[src/rtl/alu_share_sched.sv]
`default_nettype none
// +-----------------------------------------------------------------------------+
// | alu_share_sched: round-robin shared integer ALU with 2-entry result queue    |
// | Revision: 1.0                                                                |
// +-----------------------------------------------------------------------------+
module alu_share_sched #(
  parameter int TAG_W = 6
) (
  input  logic             cpu_clock_i,
  input  logic             cpu_reset_ni,
  input  logic             flush_i,
  input  logic             req0_valid_i,
  output logic             req0_ready_o,
  input  logic [31:0]      req0_a_i,
  input  logic [31:0]      req0_b_i,
  input  logic [3:0]       req0_op_i,
  input  logic [TAG_W-1:0] req0_tag_i,
  input  logic             req1_valid_i,
  output logic             req1_ready_o,
  input  logic [31:0]      req1_a_i,
  input  logic [31:0]      req1_b_i,
  input  logic [3:0]       req1_op_i,
  input  logic [TAG_W-1:0] req1_tag_i,
  output logic             res_valid_o,
  input  logic             res_ready_i,
  output logic [31:0]      res_data_o,
  output logic [TAG_W-1:0] res_tag_o,
  output logic             res_src_o,
  output logic             res_illegal_o
);

  // Queue entry layout: {illegal, src, tag, data}
  localparam int ENTRY_W = 34 + TAG_W;

  logic               rr_ptr;
  logic [1:0]         count;
  logic [ENTRY_W-1:0] head_q;
  logic [ENTRY_W-1:0] tail_q;
  logic [ENTRY_W-1:0] new_entry;

  logic               pop;
  logic               space;
  logic               allow;
  logic               grant0;
  logic               grant1;
  logic               push;

  logic [31:0]        op_a;
  logic [31:0]        op_b;
  logic [3:0]         op_code;
  logic [TAG_W-1:0]   op_tag;
  logic [31:0]        alu_res;
  logic               alu_ill;

  assign res_valid_o = (count != 2'd0);
  assign pop         = res_valid_o & res_ready_i;
  assign space       = (count < 2'd2) | pop;
  // Ready is held low while reset is asserted, even though count is already 0.
  assign allow       = space & ~flush_i & cpu_reset_ni;

  assign grant0 = allow & req0_valid_i & (~req1_valid_i | ~rr_ptr);
  assign grant1 = allow & req1_valid_i & ~grant0;
  assign push   = grant0 | grant1;

  assign req0_ready_o = grant0;
  assign req1_ready_o = grant1;

  assign op_a    = grant1 ? req1_a_i   : req0_a_i;
  assign op_b    = grant1 ? req1_b_i   : req0_b_i;
  assign op_code = grant1 ? req1_op_i  : req0_op_i;
  assign op_tag  = grant1 ? req1_tag_i : req0_tag_i;

  always_comb begin
    alu_res = 32'd0;
    alu_ill = 1'b0;
    case (op_code)
      4'b0000: alu_res = op_a + op_b;
      4'b0001: alu_res = {op_a[30:0], 1'b0} + op_b;
      4'b0010: alu_res = {op_a[29:0], 2'b0} + op_b;
      4'b0011: alu_res = {op_a[28:0], 3'b0} + op_b;
      4'b0100: alu_res = op_a - op_b;
      4'b1000: alu_res = {{24{op_a[7]}}, op_a[7:0]};
      4'b1001: alu_res = {{16{op_a[15]}}, op_a[15:0]};
      4'b1010: alu_res = {16'd0, op_a[15:0]};
      default: alu_ill = 1'b1;
    endcase
  end

  assign new_entry = {alu_ill, grant1, op_tag, alu_res};

  always_ff @(posedge cpu_clock_i or negedge cpu_reset_ni) begin
    if (!cpu_reset_ni) begin
      rr_ptr <= 1'b0;
    end else if (push) begin
      rr_ptr <= ~grant1;
    end
  end

  // Head always sits in head_q; a pop shifts the tail forward.
  always_ff @(posedge cpu_clock_i or negedge cpu_reset_ni) begin
    if (!cpu_reset_ni) begin
      count  <= 2'd0;
      head_q <= '0;
      tail_q <= '0;
    end else if (flush_i) begin
      count <= 2'd0;
    end else begin
      case ({push, pop})
        2'b10: begin
          if (count == 2'd0) begin
            head_q <= new_entry;
          end else begin
            tail_q <= new_entry;
          end
          count <= count + 2'd1;
        end
        2'b01: begin
          head_q <= tail_q;
          count  <= count - 2'd1;
        end
        2'b11: begin
          if (count == 2'd1) begin
            head_q <= new_entry;
          end else begin
            head_q <= tail_q;
            tail_q <= new_entry;
          end
        end
        default: ;
      endcase
    end
  end

  assign res_data_o    = head_q[31:0];
  assign res_tag_o     = head_q[32 +: TAG_W];
  assign res_src_o     = head_q[32 + TAG_W];
  assign res_illegal_o = head_q[33 + TAG_W];

endmodule
`default_nettype wire

[config.mk]
export PLATFORM = sky130hd
export DESIGN_NAME = alu_share_sched
export DESIGN_NICKNAME = d
export VERILOG_FILES = /design/src/rtl/alu_share_sched.sv
export SDC_FILE = /design/constraint.sdc
export NUM_CORES = 1
export LEC_CHECK = 0
export CORE_MARGIN = 4
export CORE_UTILIZATION = 25
export DETAILED_ROUTE_END_ITERATION = 7
export PLACE_DENSITY = 0.42
export SYNTH_ARGS = -nofsm -noshare
export SYNTH_HDL_FRONTEND = slang
export SYNTH_SLANG_ARGS = --single-unit
[constraint.sdc]
create_clock -name cpu_clock_i -period 4.95 [get_ports cpu_clock_i]
set_input_delay 1.2375 -clock cpu_clock_i [delete_from_list [all_inputs] [get_ports cpu_clock_i]]
set_output_delay 1.2375 -clock cpu_clock_i [all_outputs]
set_load 0.05 [all_outputs]
# After elaboration in Yosys (flattened, before gate mapping)
# Cells that the tools add are included.
[totals]
ff_bits = 83
latch_bits = 0
mem_bits_rw = 0
romBits = 0
input_bits = 154
output_inout_bits = 43
elab_cells = 64
memories = 0
[classes]
n_addsub = 7
mul = 0
n_div = 0
order_cmp = 1
eq_ne = 14
shift = 0
muxes = 14
n_bitwise = 15
reduce_logical = 9
[ops]
columns = ["operator", "count"]
rows = [
  ["$pmux 32 s8", 1],
  ["$mux 40", 4],
  ["$add 32x32->32", 4],
  ["$pmux 40 s3", 1],
  ["$pmux 40 s2", 1],
  ["$mux 32", 2],
  ["$sub 32x32->32", 1],
  ["$eq 4x4->1 const B", 3],
  ["$eq 4x2->1 const B", 2],
  ["$reduce_or 8->1", 1],
  ["$and 1x1->1", 7],
  ["$mux 6", 1],
  ["$ne 2x2->1 const B", 3],
  ["$reduce_bool 3->1", 2],
  ["$not 1->1", 5],
  ["$eq 2x1->1 const B", 2],
  ["$eq 2x2->1 const B", 2],
  ["$eq 4x1->1 const B", 1],
  ["$eq 4x3->1 const B", 1],
  ["$logic_not 4->1", 1],
  ["$mux 4", 1],
  ["$pmux 2 s2", 1],
  ["$reduce_and 4->1", 1],
  ["$reduce_bool 2->1", 2],
  ["8 further kinds", 10],
]

# Longest topological paths before layout
[depth]
ltp_word = 15
depth_mapped = 25
mapped_depth_nobuf = 22

# Least setup slack after synthesis
# OpenSTA, ideal clock, no wires.
[synth_path]
path_type = "input -> register"
from = "input flush_i"
to = "register tail_q[21]"
arrival_ns = 6.026
t_required_ns = 4.820
setup_slack_ns = -1.206
stages = 21
path_buffers = 5
cell_sequence = "clkbuf_1 -> nor2b_1 -> o2111ai_4 -> inv_2 -> buf_4 -> clkbuf_1 -> clkbuf_1 -> clkbuf_1 -> nand2_1 -> nand2_1 -> ha_1 -> a21oi_1 -> o211a_1 -> nor2_1 -> a211o_1 -> a211o_1 -> a2111o_1 -> a21oi_2 -> xnor2_1 -> a2111oi_4 -> o21ai_1"
[synth_via]
elab_chain_cells = 12
word_cells_on_any_way = 35
[synth_lines]
columns = ["element", "line", "rtl"]
rows = [
  ["from (decl)", "11", "input logic flush_i,"],
  ["$not 1->1 (no line) *", "n/a", ""],
  ["$and 1x1->1 * (2 in a row)", "59", "assign allow = space & ~flush_i & cpu_reset_ni;"],
  ["$and 1x1->1 (2 in a row)", "61", "assign grant0 = allow & req0_valid_i & (~req1_valid_i | ~rr_ptr);"],
  ["$not 1->1", "62", "assign grant1 = allow & req1_valid_i & ~grant0;"],
  ["$and 1x1->1 *", "62", ""],
  ["named net req1_ready_o", "19", "output logic req1_ready_o,"],
  ["$mux 32 (tied with other cells)", "68", "assign op_a = grant1 ? req1_a_i : req0_a_i;"],
  ["$sub 32x32->32 (tied with other cells)", "81", "4'b0100: alu_res = op_a - op_b;"],
  ["$pmux 32 s8", "76", "case (op_code)"],
  ["$mux 40 (on tied branches)", "122, 110", ""],
  ["$pmux 40 s2", "108", "case ({push, pop})"],
  ["to (signal assigned)", "113", "tail_q <= new_entry;"],
  ["to (signal assigned)", "126", "tail_q <= new_entry;"],
  ["to (decl)", "38", "logic [ENTRY_W-1:0] tail_q;"],
]
# Mark *: on every way through the listed nets, which the timed path passes. The rest lies on a longest branch. The select of a mux whose other input is x is not followed.
# A chain may end at the register's enable or synchronous reset.

# Worst setup path after layout
[layout_path]
from = "input res_ready_i"
to = "register head_q[28]"
[layout_via]
elab_chain_cells = 13
word_cells_on_any_way = 36
[layout_lines]
columns = ["element", "line", "rtl"]
rows = [
  ["from (decl)", "25", "input logic res_ready_i,"],
  ["$and 1x1->1 *", "56", "assign pop = res_valid_o & res_ready_i;"],
  ["$or 1x1->1", "57", "assign space = (count < 2'd2) | pop;"],
  ["$and 1x1->1 (2 in a row)", "59", ""],
  ["$and 1x1->1 (2 in a row)", "61", ""],
  ["$not 1->1", "62", ""],
  ["$and 1x1->1", "62", ""],
  ["$mux 32 (tied with other cells)", "68", ""],
  ["$sub 32x32->32 (tied with other cells)", "81", ""],
  ["$pmux 32 s8", "76", ""],
  ["$mux 40 (on tied branches)", "122, 110", ""],
  ["$pmux 40 s3", "108", ""],
  ["to (signal assigned)", "111", "head_q <= new_entry;"],
  ["to (signal assigned)", "123", "head_q <= new_entry;"],
  ["to (signal assigned)", "125", "head_q <= tail_q;"],
  ["to (decl)", "37", "logic [ENTRY_W-1:0] head_q;"],
]
# Every way passes the cells marked *; elsewhere a longest branch is shown, timed or not. The select of a mux whose other input is x is not followed.

==> results_dict.tcl <==
set metrics [dict create \
    outcome "complete, but fails checks" \
    violations "setup timing" \
    power_switching_share_pct 47.28 \
    skew_ns 0.007132 \
    cpMaxStageDelayCell "or4_1" \
    worstPathCellList "buf_6 > nor2b_4 > o2111ai_4 > buf_12 > buf_12 > buf_12 > buf_12 > mux2i_4 > ha_4 > nand2_8 > o31ai_4 > xor2_1 > ha_1 > nand2_1 > o21ai_0 > a221oi_2 > or2_4 > and3_4 > o211a_1 > o211ai_1 > nand3_2 > or4_1 > a22o_1" \
    wl_met2_um 27860 \
    hold_ws_ns 0.4699 \
    pin_count 197 \
    hold_path_class "register to register" \
    avgViaCountPerCell 5.124 \
    cap_viol_max_count 0 \
    p_total_mw 7.174 \
    grt_usage_pct 22.70 \
    comb_power_share_pct 75.7 \
    critical-path-max-stage-delay_ns 0.41 \
    worst_pin_slew_ns 0.7619 \
    power.share.clock_pct 8.7 \
    cts_hold_repair.buffers 0 \
    clk_pin_slew_ns 0.06 \
    worstSetupStartpointType "input pin" \
    die_h_um 231.9 \
    vias 16140 \
    hold_viol 0 \
    ys_seq_elements 83 \
    wl_met3_um 3523 \
    ctsLongestPathBuffers 2 \
    drcViolationCount 0 \
    grt_overflow 0 \
    switchingPower_mw 3.392 \
    dp_hpwl_um 52750 \
    p_seq_share_pct 15.6 \
    fin_crit_sh_pct 106.4 \
    critical_path.most_common_cell "buf_12" \
    avgRoutedWirePerCell_um 20.19 \
    dr.pass1.iters 5 \
    drt-total-wl_um 63580 \
    io_buffer_count 196 \
    cts_sinks 83 \
    ys_seq_area_share_pct 16.57 \
    rows 81 \
    ir_drop_uv 161.7 \
    yosys_most_used_dff "dfrtp_1" \
    coreArea_sq_mm 0.04925 \
    antenna_found_initial 1 \
    leakage_nw 9.959 \
    synth_cell_types 81 \
    dpl.cell_count 3099 \
    timing.fmax_mhz 189.9 \
    nets 2759 \
    fin_cells 3149 \
    grt_pass1_wl_um 94150 \
    maxSlewHeadroom_pct 49.21 \
    die_area_sq_mm 0.05378 \
    place_ws_ns -1.292 \
    critPathKind "input pin to register" \
    drive_above_1_share_pct 36.26 \
    internal_power_mw 3.782 \
    yosysWarnings 0 \
    grt_pass1_vias 15940 \
    worst-path-buf-inv 5 \
    crit_family "compound AO/OA/AOI/OAI gates" \
    period_needed_ns 5.265 \
    die_w_um 231.9 \
    setup_ws_ns -0.3154 \
    cts_root_buf "clkbuf_16" \
    maxSlewViolCount 0 \
    finalSetupViolCount 33 \
    async_flop_share_pct 100.0 \
    cp.required_ns 5.18 \
    syn_avg_cell_area_sq_um 7.220 \
    met1_length_um 30980 \
    n_antenna_cell 0 \
    cp-end-kind "register" \
    rsz0062_at_grt "yes" \
    area_growth_syn_to_layout_pct 74.39 \
    powerDensity_mw_per_mm2 328.2 \
    crit_arrival_ns 5.50 \
    syn_area_sq_mm 0.01253 \
    grt_max_degree 61 \
    syn_nets 2015 \
    cts_tree "done" \
    path_max_fanout 5 \
    start_util_pct 25.45 \
    first_iter_violations 1042 \
    cts_buffers 9 \
    finalWeightedCongestion 0.9476 \
    htree_levels 3 \
    clk_latency_ns 0.35 \
    syn_inst 1736 \
    ant_nets 0 \
    synth_edf_count 0 \
    routed.top_layer "met4" \
]
==> placed cells by master (no fill, tap or decap), types with 11 or more instances in the layout <==
master	n
a211oi_1	12
a211oi_2	13
a21o_1	40
a21oi_1	107
a21oi_2	29
a221oi_2	11
a31oi_1	17
and2_1	14
and3_1	13
buf_12	18
buf_4	572
buf_6	23
clkdlybuf4s50_1	190
dfrtp_1	83
ha_1	99
ha_4	17
inv_1	46
mux2i_1	30
nand2_1	271
nand2_2	15
nand2b_1	15
nand3_1	35
nand4_1	14
nor2_1	104
nor3_1	41
nor4_1	16
o21a_1	29
o21ai_0	110
o21ai_1	27
o21ai_2	18
or3_1	11
xnor2_1	61
xor2_1	56
==> worst register-to-register path: stages (launching register included) <==
cell and delay [ns]:
dfrtp_1 0.39, inv_1 0.09, ha_1 0.22, nor2b_4 0.07, o2111ai_4 0.22, buf_12 0.16
buf_12 0.13, buf_12 0.11, buf_12 0.09, mux2i_4 0.25, ha_4 0.24, nand2_8 0.09
o31ai_4 0.24, xor2_1 0.11, ha_1 0.36, nand2_1 0.12, o21ai_0 0.32, a221oi_2 0.06
or2_4 0.25, and3_4 0.18, o211a_1 0.21, o211ai_1 0.19, nand3_2 0.12, or4_1 0.41
a22o_1 0.18
==> what timing repair did <==
| action | CTS | global route |
|---|---|---|
| setup endpoints to repair | 53 | 50 |
| buffers inserted | 26 | 15 |
| pin swaps | 71 | 79 |
| gates resized for setup | 191 | 135 |
| cloned | 2 | 0 |
==> power by group through the flow <==
stage | combinational, mW | sequential (mW) | clock, mW
3_3_place_gp | 4.84 | 1.12 | 0
2_1_floorplan | 2.23 | 1.57 | 0
5_1_grt | 5.85 | 1.16 | 0.668
6_report | 5.43 | 1.12 | 0.625
3_5_place_dp | 4.87 | 1.13 | 0
4_1_cts | 5.17 | 1.12 | 0.641
==> sequential cells by signal, summed over array words and instances (netlist names) <==
signal and count:
count 2, head_q 40, rr_ptr 1, tail_q 40
==> cell usage after synthesis, types with 7 or more instances <==
cell type	instances	area, sq um
o221ai_1	13	113.9
inv_1	55	206.5
a21boi_0	9	67.56
a22oi_1	10	75.07
nor2b_1	12	75.07
nand3b_1	8	60.06
nand2b_1	15	93.84
dfrtp_1	83	2077
a31oi_1	22	137.6
clkbuf_1	55	206.5
o31ai_1	8	60.06
o211ai_1	10	75.07
a21o_1	41	307.8
xnor2_1	70	613.1
and3_1	19	118.9
mux2i_1	46	460.4
or3_1	14	87.58
nand3_1	41	205.2
nor2_1	114	427.9
ha_1	121	1514
o21bai_1	11	82.58
nor4_1	20	125.1
o22ai_1	11	68.82
a21oi_1	137	685.7
nand2_1	292	1096
a221oi_1	14	122.6
o21ai_0	155	775.7
nor3_1	48	240.2
xor2_1	60	525.5
nand4_1	14	87.58
a211oi_1	26	195.2
and2_1	14	87.58
o21a_1	30	225.2
buf_2	14	70.07
o2111ai_1	7	61.31
a311oi_1	7	61.31
==> final timing paths <==
check / from / end / slack, ns / cells past startpoint
max reg2reg: count[0]$_DFFE_PN0P_ / head_q[28]$_DFFE_PN0P_ / 0.02 / 24
min: tail_q[15]$_DFFE_PN0P_ / tail_q[15]$_DFFE_PN0P_ / 0.47 / 2
max: res_ready_i / head_q[28]$_DFFE_PN0P_ / -0.32 / 23
max in group asynchronous: cpu_reset_ni / tail_q[30]$_DFFE_PN0P_ / 2.97 / 3
min in group asynchronous: cpu_reset_ni / head_q[36]$_DFFE_PN0P_ / 0.92 / 2
min reg2reg: tail_q[15]$_DFFE_PN0P_ / tail_q[15]$_DFFE_PN0P_ / 0.47 / 2
==> cells by family after synthesis <==
logic type	Yosys count	share of synthesized area, %
simple gates	637	23.20
compound gates	584	30.57
xor+xnor	130	9.084
buf+inv	130	4.103
fa+ha+maj	125	12.72
flops	83	16.57
mux	47	3.763
==> final cells by class <==
class                           count  area [sq um]
Clock buffer                       12         246.5
Clock inverter                      4         26.28
Timing Repair Buffer              807          6885
Inverter                           56         217.7
Sequential cell                    83          2077
Fill cell                        5019         27400
Tap cell                          664         830.8
Multi-Input combinational cell   1523         11570
==> per-stage QoR <==
step	TNS (ns)	util [%]	instance area, sq um
floorplan	-2.196	-	12970
global placement	-44.17	40.35	19870
detailed placement	-47.75	40.35	19870
CTS	-5.499	43.03	21190
global route	-11.35	44.38	21860
finish	-4.743	44.38	21860
==> metal layers <==
layer / GRT usage (%) / vias to the layer above
met5: 0 / -
met4: 4.633 / 0
met3: 2.809 / 58
met2: 35.91 / 441
met1: 33.19 / 7718
li1: - / 7919
Power figures use the tool's default switching activity.
